`src/rtl/data_sync_src.sv`:
```
// data_sync_src: source side of a req/ack bus handshake (CLK, RST async low; src_data/src_valid/src_ready in; unsync_bus/bus_enable out; bus_ack in via NUM_STAGES sync; done_pulse out)
module data_sync_src #(
  parameter int NUM_STAGES = 2,
  parameter int BUS_WIDTH = 8
) (
  input  logic                 CLK,
  input  logic                 RST,
  input  logic [BUS_WIDTH-1:0] src_data,
  input  logic                 src_valid,
  output logic                 src_ready,
  output logic [BUS_WIDTH-1:0] unsync_bus,
  output logic                 bus_enable,
  input  logic                 bus_ack,
  output logic                 done_pulse
);
  typedef enum logic [1:0] {IDLE, REQ, RELEASE} state_t;
  state_t state, state_nxt;
  logic [NUM_STAGES-1:0] ack_sync;
  logic ack_s, accept, done_nxt;
  assign ack_s = ack_sync[NUM_STAGES-1];
  always_ff @(posedge CLK or negedge RST)
    if (!RST) state <= IDLE;
    else state <= state_nxt;
  always_comb
    state_nxt = state == IDLE ? (src_valid ? REQ : IDLE) :
                state == REQ  ? (ack_s ? RELEASE : REQ) :
                                (ack_s ? RELEASE : IDLE);
  always_comb begin
    src_ready = state == IDLE;
    accept = src_ready && src_valid;
    done_nxt = state == RELEASE && !ack_s;
  end
  always_ff @(posedge CLK or negedge RST)
    if (!RST) begin
      ack_sync <= '0;
      unsync_bus <= '0;
      bus_enable <= 1'b0;
      done_pulse <= 1'b0;
    end else begin
      ack_sync <= {ack_sync[NUM_STAGES-2:0], bus_ack};
      if (accept) unsync_bus <= src_data;
      bus_enable <= state_nxt == REQ;
      done_pulse <= done_nxt;
    end
endmodule

```
`config.mk`:
```
export PLATFORM = sky130hd
export DESIGN_NAME = data_sync_src
export DESIGN_NICKNAME = d
export VERILOG_FILES = /design/src/rtl/data_sync_src.sv
export SDC_FILE = /design/constraint.sdc
export NUM_CORES = 1
export LEC_CHECK = 0
export ABC_AREA = 1
export CAP_MARGIN = 20
export CORE_MARGIN = 4
export CORE_UTILIZATION = 25
export DETAILED_ROUTE_END_ITERATION = 12
export PLACE_DENSITY = 0.5
export SLEW_MARGIN = 20
export SYNTH_ARGS = -nofsm -noshare
export SYNTH_HDL_FRONTEND = slang
export SYNTH_SLANG_ARGS = --single-unit
```
`constraint.sdc`:
```
create_clock -name CLK -period 1.02 [get_ports CLK]
set_input_delay 0.204 -clock CLK [delete_from_list [all_inputs] [get_ports CLK]]
set_output_delay 0.204 -clock CLK [all_outputs]
set_load 0.02 [all_outputs]
```
==> results.md, run 1 <==
Run status:
- The run finished, with violations left.
- The checks that failed: setup timing.

Critical path:
- The startpoint of the most critical register-to-register path is state[1].
- STA classifies the critical path startpoint as a flip-flop.
- The worst path arrival time is around 930 ps.
- The worst setup path is captured at an output pin.
- Data on the critical path is required at its endpoint by roughly 820 ps.
- The critical path class is flip-flop to output pin.
- The top fanout value on the critical path is 2.
- The launch point of the critical path is state[1].

CTS:
- CTS built an H-tree with a depth of 1.
- The worst-case clock buffer depth is 2.
- The clock tree from TritonCTS is built.
- Clock tree synthesis found a total of 14 sinks.
- The number of buffers created by CTS is 3.
- For this design, the CTS-stage hold fixing added 0 buffers.
- The register clock-pin slew on the reported worst setup and hold paths is 80 ps.
- At the later pin of the worst-skew pair, clock insertion delay measures 270 ps.
- The root buffer cell chosen for the clock tree is clkbuf_4.

Pwr:
- The leakage power summed over all cells is about 0.44 nW.
- VDD sags by at most between 1 and 1.5 mV.
- The power density relative to cell area is 2516 nW/µm².
- The total design power is between 0.002 and 0.0025 W.

Global route:
- The initial antenna violation count was 0.
- The total overflow left after global routing is 0.
- The first global-routing pass estimated 1.883 mm of wire.
- Entering global routing, the biggest net connects 15 pins.
- In the global route stage, overall resource usage came out at 9.423%.
- The via count of the first global-routing pass was 444.

Timing:
- Subtracting the final worst setup slack from the clock period gives between 1000 and 1500 ps.
- The number of hold violations in the final report is 0.
- The max-slew violation count is 0.
- Setup repair after global routing could not meet its margin everywhere.
- Setup violations remaining at the end of the flow were counted as 9.
- The slew at the pin closest to its max-slew limit is ~170 ps.
- Headroom to the max-slew limit came out at about nine tenths.
- The highest achievable clock rate is around 0.9 GHz.
- Setup slack on the critical path of the routed design comes to -117.2 ps.
- The final critical-path share of the clock period is 111.5%.
- Clock skew on the completed layout was measured at approximately 2.8 ps.

Yosys:
- The largest total area in the synthesized netlist belongs to dfrtp_1.
- The net count after synthesis is 61.
- In this run the cell area of the synthesized design comes to a little over 500 µm².
- By area the synthesized netlist is led by dfrtp_1 68%, nand2_1 13%, nand3_1 8.8%.
- The fraction of synthesized cell area taken by the top area cell type is approximately two thirds.
- Synthesis inferred 14 register bits.
- During synthesis, Yosys emitted a total of 0 warnings.
- In this run, distinct cell masters in the synthesized netlist total 9.
- The average size of a mapped cell is 10.49 µm².
- The number of instances in the synthesized netlist is between 40 and 50.
- After synthesis, flip-flops and latches occupy roughly two thirds of the total area.

Die:
- The starting utilization of the core area is a little over a quarter.
- The die footprint is 2847 µm².
- The width of the chip is between 50 and 60 µm.
- The floorplan step defined a core boundary enclosing between 1500 and 2000 µm².
- The die is 53.36 µm tall.
- Row generation in the floorplan step produced 16 rows.
- During I/O placement, the number of pins put on the boundary was 23.

Finish:
- In the layout the commonest cells are 18 x nand2_1, 14 x dfrtp_1, 11 x clkdlybuf4s50_1.
- The final layout net count is 95.
- Summing all multi-input logic gate instances after layout gives around 140 µm².
- The sequential cell area is 350.3 µm².
- The antenna diode count is 0.
- The total of fill cells in the finished design is between 200 and 250.
- The post-synthesis to final-layout area growth is 65.69%.
- The most common library cell in the layout ignoring fill and taps is nand2_1.
- The number of standard cells in the layout, taps in and fillers out is roughly 110.
- The share of cells above drive strength 1 is 31.71%.

Route:
- The first routing iteration left 2 violations.
- The count of nets left with antenna violations once routing finished came out at 0.
- The post-detailed-route DRC marker count is 0.
- Dividing the detail-routed via count by the number of cells gives a little under 4.
- Dividing the detail-routed wire length by the instance count gives just over 10 µm.
- The count of TritonRoute iterations in the first routing pass is 3.
- The routed layout has roughly 430 vias.
- The final layout contains routed wiring with a total length of roughly 1.1 mm.

Worst hold path:
- The class of the tightest hold or removal check is primary input to asynchronous set/reset pin.

Placed design:
- The total of buffers placed on input and output ports is 22.
- In this run, placement finished with an instance count of between 100 and 150.
- At the end of routability-driven placement, the weighted congestion stood at roughly 0.63.
- After legalization and detailed placement, the total HPWL measured roughly 800 µm.

Flow run:
- The max-cap violation count is 0.
[worst paths after layout]
check	end	slack, ps	depth (start not counted)
min in group CLK	ack_sync[1]	350	0
worst min-delay path	state[1]	240	2
worst max-delay path	src_ready	-120	2
worst max register to register	unsync_bus[2]	-20	5
max in group asynchronous	ack_sync[0]	620	2
worst min register to register	ack_sync[1]	350	0
[timing repair]
action / 4_1_cts / 5_1_grt
gates resized for setup: 62 / 0
setup endpoints to repair: 20 / 19
setup buffers: 1 / 3
[layout make-up]
class	instances	share of cell area, %
flip-flops and latches	14	41.12
repair buffers	31	33.48
multi-input cells	31	16.30
well taps	27	3.965
inverters	2	0.8811
clock buffers	4	4.258
[registers in the layout (all words and copies together), names as in the netlist]
signal	count
done_pulse	1
ack_sync	2
bus_enable	1
unsync_bus	8
state	2
[cells in the mapped netlist (all sizes together)]
| library cell | instances |
|---|---|
| nand2 | 19 |
| dfrtp | 14 |
| nand3 | 9 |
| buf | 2 |
| inv | 2 |
| nor2 | 2 |
| nor3 | 1 |
[metal layers]
layer	vias to the layer above	wire [µm]	GRT usage, %	part of all wire (%)
li1	223	-	-	-
met1	193	513	11.11	46
met2	15	516	15.10	46
met3	0	90	3.662	8.0
met4	0	0	3.830	0
met5	-	0	0	0
[critical path, cell delays in order (launching register included)]
cell     delay, ps
dfrtp_1        390
nor2_2         120
buf_4          150
[report_power, final]
part / switching (W) / total, W / internal (W)
clock network: 0.000164 / 0.000381 / 0.000217
logic: 0.000449 / 0.000939 / 0.000490
registers: 0.000107 / 0.000824 / 0.000717
[through the flow]
stage          area [µm²]  setup WS, ps  setup TNS, ps  util [%]  hold slack, ps
3_5_place_dp        783.3        -280.2          -2154     39.92           336.3
2_1_floorplan       514.2         149.7              0         -          -91.59
6_report            852.1        -117.2         -213.9     43.43           238.3
5_1_grt             852.1        -179.4          -1362     43.43           258.2
3_3_place_gp        783.3        -268.5          -2020     39.92           333.1
4_1_cts             829.5        -134.2         -389.2     42.28           234.3
[cells by family after synthesis]
| logic type | synth area share, % |
|---|---|
| buf+inv | 5.840 |
| flops | 68.13 |
| simple gates | 26.03 |
Power figures use the tool's default switching activity.
==> run 2, diff against run 1 <==
--- a/config.mk
+++ b/config.mk
@@ -9,6 +9,7 @@
 export CAP_MARGIN = 20
 export CORE_MARGIN = 4
 export CORE_UTILIZATION = 25
+export CTS_BUF_LIST = sky130_fd_sc_hd__clkbuf_16
 export DETAILED_ROUTE_END_ITERATION = 12
 export PLACE_DENSITY = 0.5
 export SLEW_MARGIN = 20
==> constraint.sdc (replaced) <==
create_clock -name CLK -period 1.02 [get_ports CLK]
set_input_delay 0.102 -clock CLK [delete_from_list [all_inputs] [get_ports CLK]]
set_output_delay 0.102 -clock CLK [all_outputs]
set_load 0.02 [all_outputs]
==> results.md, run 2 (same netlist as run 1, synthesis figures left out) <==
Critical path:
- The critical path class is flip-flop to output pin (unchanged).
- Cells along the critical path: nor2_4, buf_4 (was nor2_2, buf_4).
- The buffer and inverter count on the worst path is 1 (unchanged).
- The family with the most delay on the worst path is flip-flops (unchanged).
- The instance count on the critical path is 2 (unchanged).
- The startpoint type of the worst setup path is a flip-flop (unchanged).
- The top fanout value on the critical path was 3 (was 2).
- The cell count of the worst reg-to-reg path is 5 (unchanged).
- The delay of the slowest critical-path stage is 410 ps (was 390 ps).
- The required time at the endpoint of the critical path is 920 ps (was 820 ps).
- The slowest cell on the critical path is dfrtp_1 (unchanged).
- The critical path capture point type is an output pin (unchanged).
- The launch point of the critical path was state[0] (was state[1]).
- The worst path arrival time is 950 ps (was 930 ps).
- The startpoint of the most critical register-to-register path is state[0] (was state[1]).

Finish:
- The number of flip-flops under the largest register name is 8 (unchanged).
- The number of standard cells in the layout, taps in and fillers out is 109 (unchanged).
- The antenna diode count was 0 (unchanged).
- The total of fill cells in the finished design is 205 (was 213).
- The final layout net count is 96 (was 95).
- The share of cells above drive strength 1 is 34.15% (was 31.71%).
- The register bank with the most flops is unsync_bus (unchanged).
- Commonest non-fill, non-tap cells in the layout: 14 x nand2_1, 14 x dfrtp_1, 11 x clkdlybuf4s50_1 (was 18 x nand2_1, 14 x dfrtp_1, 11 x clkdlybuf4s50_1).
- Largest regs: unsync_bus: 8 flops, ack_sync: 2 flops, state: 2 flops (unchanged).
- The post-synthesis to final-layout area growth is 74.70% (was 65.69%).

Timing:
- The highest achievable clock rate is 0.9500 GHz (was 0.8794 GHz).
- The final worst clock skew came to 1.928 ps (was 2.824 ps).
- The final critical-path share of the clock period is 103.2% (was 111.5%).
- The setup slack after layout was -32.60 ps (was -117.2 ps).
- The worst-case headroom to the max-slew limit is 78.13% (was 88.35%).
- The summed negative setup slack over all endpoints came to -32.60 ps (was -213.9 ps).
- The max-slew violation count is 0 (unchanged).
- The final-report setup violation count is 1 (was 9).
- The slew at the pin closest to its max-slew limit came to 327.0 ps (was 174.8 ps).
- The minimum period implied by the final worst setup slack is 1053 ps (was 1137 ps).
- The number of hold violations in the final report is 0 (unchanged).
- RSZ-0062 raised after global routing: yes (unchanged).

Worst hold path:
- The class of the tightest hold or removal check was primary input to asynchronous set/reset pin (unchanged).

Die:
- The width of the chip is 53.36 µm (unchanged).
- The floorplan die height is 53.36 µm (unchanged).
- The I/O pin total is 23 (unchanged).
- The area of the core is 1962 µm² (unchanged).
- The number of core rows is 16 (unchanged).
- The starting utilization of the core area is 26.21% (unchanged).
- The die footprint came to 2847 µm² (unchanged).

Route:
- The number of DRC violations after detailed-routing iteration 0 is 5 (was 2).
- The routed wire length is 1.157 mm (was 1.120 mm).
- The post-detailed-route DRC marker count came to 0 (unchanged).
- The count of nets left with antenna violations after detail routing came to 0 (unchanged).
- The ratio of routed vias to standard cells came to 4.037 (was 3.954).
- The via count is 440 (was 431).
- The count of TritonRoute iterations in the first routing pass is 4 (was 3).
- The wire length per cell after detailed routing is 10.61 µm (was 10.28 µm).

Pwr:
- The part of the power in registers is 34.6% (was 38.4%).
- The fraction of power spent switching nets came to 32.36% (was 33.58%).
- The leakage power summed over all cells is 0.4596 nW (was 0.4449 nW).
- The cell-internal power was 0.001612 W (was 0.001424 W).
- The peak supply drop is 0.8362 mV (was 1.082 mV).
- The part of the power in combinational logic came to 36.2% (was 43.8%).
- The total net switching power is 0.0007715 W (was 0.0007197 W).
- The clock network fraction of total power is 29.2% (was 17.8%).
- The power density relative to cell area came to 2653 nW/µm² (was 2516 nW/µm²).

Flow run:
- The max-cap violation count is 0 (unchanged).

Placed design:
- The detailed placer's ending HPWL is 772.5 µm (was 803.9 µm).
- The count of placed standard cells including taps was 101 (unchanged).
- The total of buffers placed on input and output ports is 22 (unchanged).
- The weighted congestion reported at the end of routability-driven placement is 0.6491 (was 0.6317).

Global route:
- The overflow left after global routing is 0 (unchanged).
- The via count of the first global-routing pass is 414 (was 444).
- The initial antenna violation count is 0 (unchanged).
- The global-route usage over all layers is 8.957% (was 9.423%).
- The global-route wire length before repair is 1.759 mm (was 1.883 mm).
- The maximum number of pins on one net before global-route repair is 15 (unchanged).

CTS:
- The register clock-pin slew on the reported worst setup and hold paths was 40 ps (was 80 ps).
- The number of buffers created by CTS is 3 (unchanged).
- The root buffer cell is clkbuf_16 (was clkbuf_4).
- The worst-case clock buffer depth came to 2 (unchanged).
- The insertion delay to the later sink of the worst-skew pair came to 230 ps (was 270 ps).
- The clock tree from TritonCTS is built (unchanged).
- The H-tree depth reported by CTS is 1 (unchanged).
- The number of clock sinks seen by CTS is 14 (unchanged).
- The number of buffers inserted by hold repair at cts is 0 (unchanged).

Run status:
- Status: complete, but fails checks (unchanged).
- Violated checks: setup timing (unchanged).
run 2: cell count changes in the layout (fill, tap and decap cells not counted), moves of 2 or more:
cell	change
dlygate4sd2_1	+2
clkbuf_2	+7
nand2_1	-4
buf_4	-3
clkbuf_4	-3
nand2_2	+4
buf_6	-6
clkbuf_16	+3
run 2: layout make-up:
type                       instances  area [µm²]  area share (%)
inverter                           2       7.507          0.8357
multi-input combinational         32       178.9           19.92
clock buffer                       3       75.07           8.357
timing repair buffer              31       252.7           28.13
sequential                        14       350.3           39.00
tap                               27       33.78           3.760
run 2: final timing paths:
check | to | slack [ps]
worst max-delay path | src_ready | -30
worst min-delay path | ack_sync[1] | 180
worst max register to register | unsync_bus[4] | 0
worst min register to register | ack_sync[1] | 340
max in group asynchronous | unsync_bus[2] | 680
min in group CLK | ack_sync[0] | 310
run 2: per-stage QoR:
step / setup slack (ps) / hold WS (ps) / cell area [µm²] / power (W) / utilization [%]
after floorplan: 161.2 / -193.6 / 514.2 / 0.001213 / -
after global placement: -165.9 / 333.5 / 783.3 / 0.001649 / 39.92
after detailed placement: -180.0 / 337.1 / 783.3 / 0.001658 / 39.92
after CTS: -161.6 / 184.9 / 859.6 / 0.002290 / 43.81
after global routing: -81.17 / 211.8 / 898.4 / 0.002539 / 45.79
final: -32.60 / 181.1 / 898.4 / 0.002384 / 45.79
run 2: timing repair:
| item | 4_1_cts | 5_1_grt |
|---|---|---|
| hold endpoints to repair | 0 | 0 |
| gates cloned | 0 | 2 |
| endpoints found under the setup margin | 19 | 17 |
| buffers inserted | 0 | 3 |
| resized for setup | 20 | 20 |
| pin swaps | 0 | 4 |
run 2: power groups by stage:
stage / logic [W] / registers [W] / clock network (W)
6_report: 0.000863 / 0.000824 / 0.000697
5_1_grt: 0.000956 / 0.000850 / 0.000733
4_1_cts: 0.000771 / 0.000808 / 0.000711
3_5_place_dp: 0.000844 / 0.000814 / 0
3_3_place_gp: 0.000841 / 0.000808 / 0
2_1_floorplan: 0.000228 / 0.000984 / 0
run 2: per-layer routing:
layer  global-route usage [%]  vias up  wire [µm]
met1                    10.09      202        530
li1                         -      221          -
met4                    5.106        0         13
met3                    3.099        2        100
met2                    14.49       15        512
met5                        0        -          0
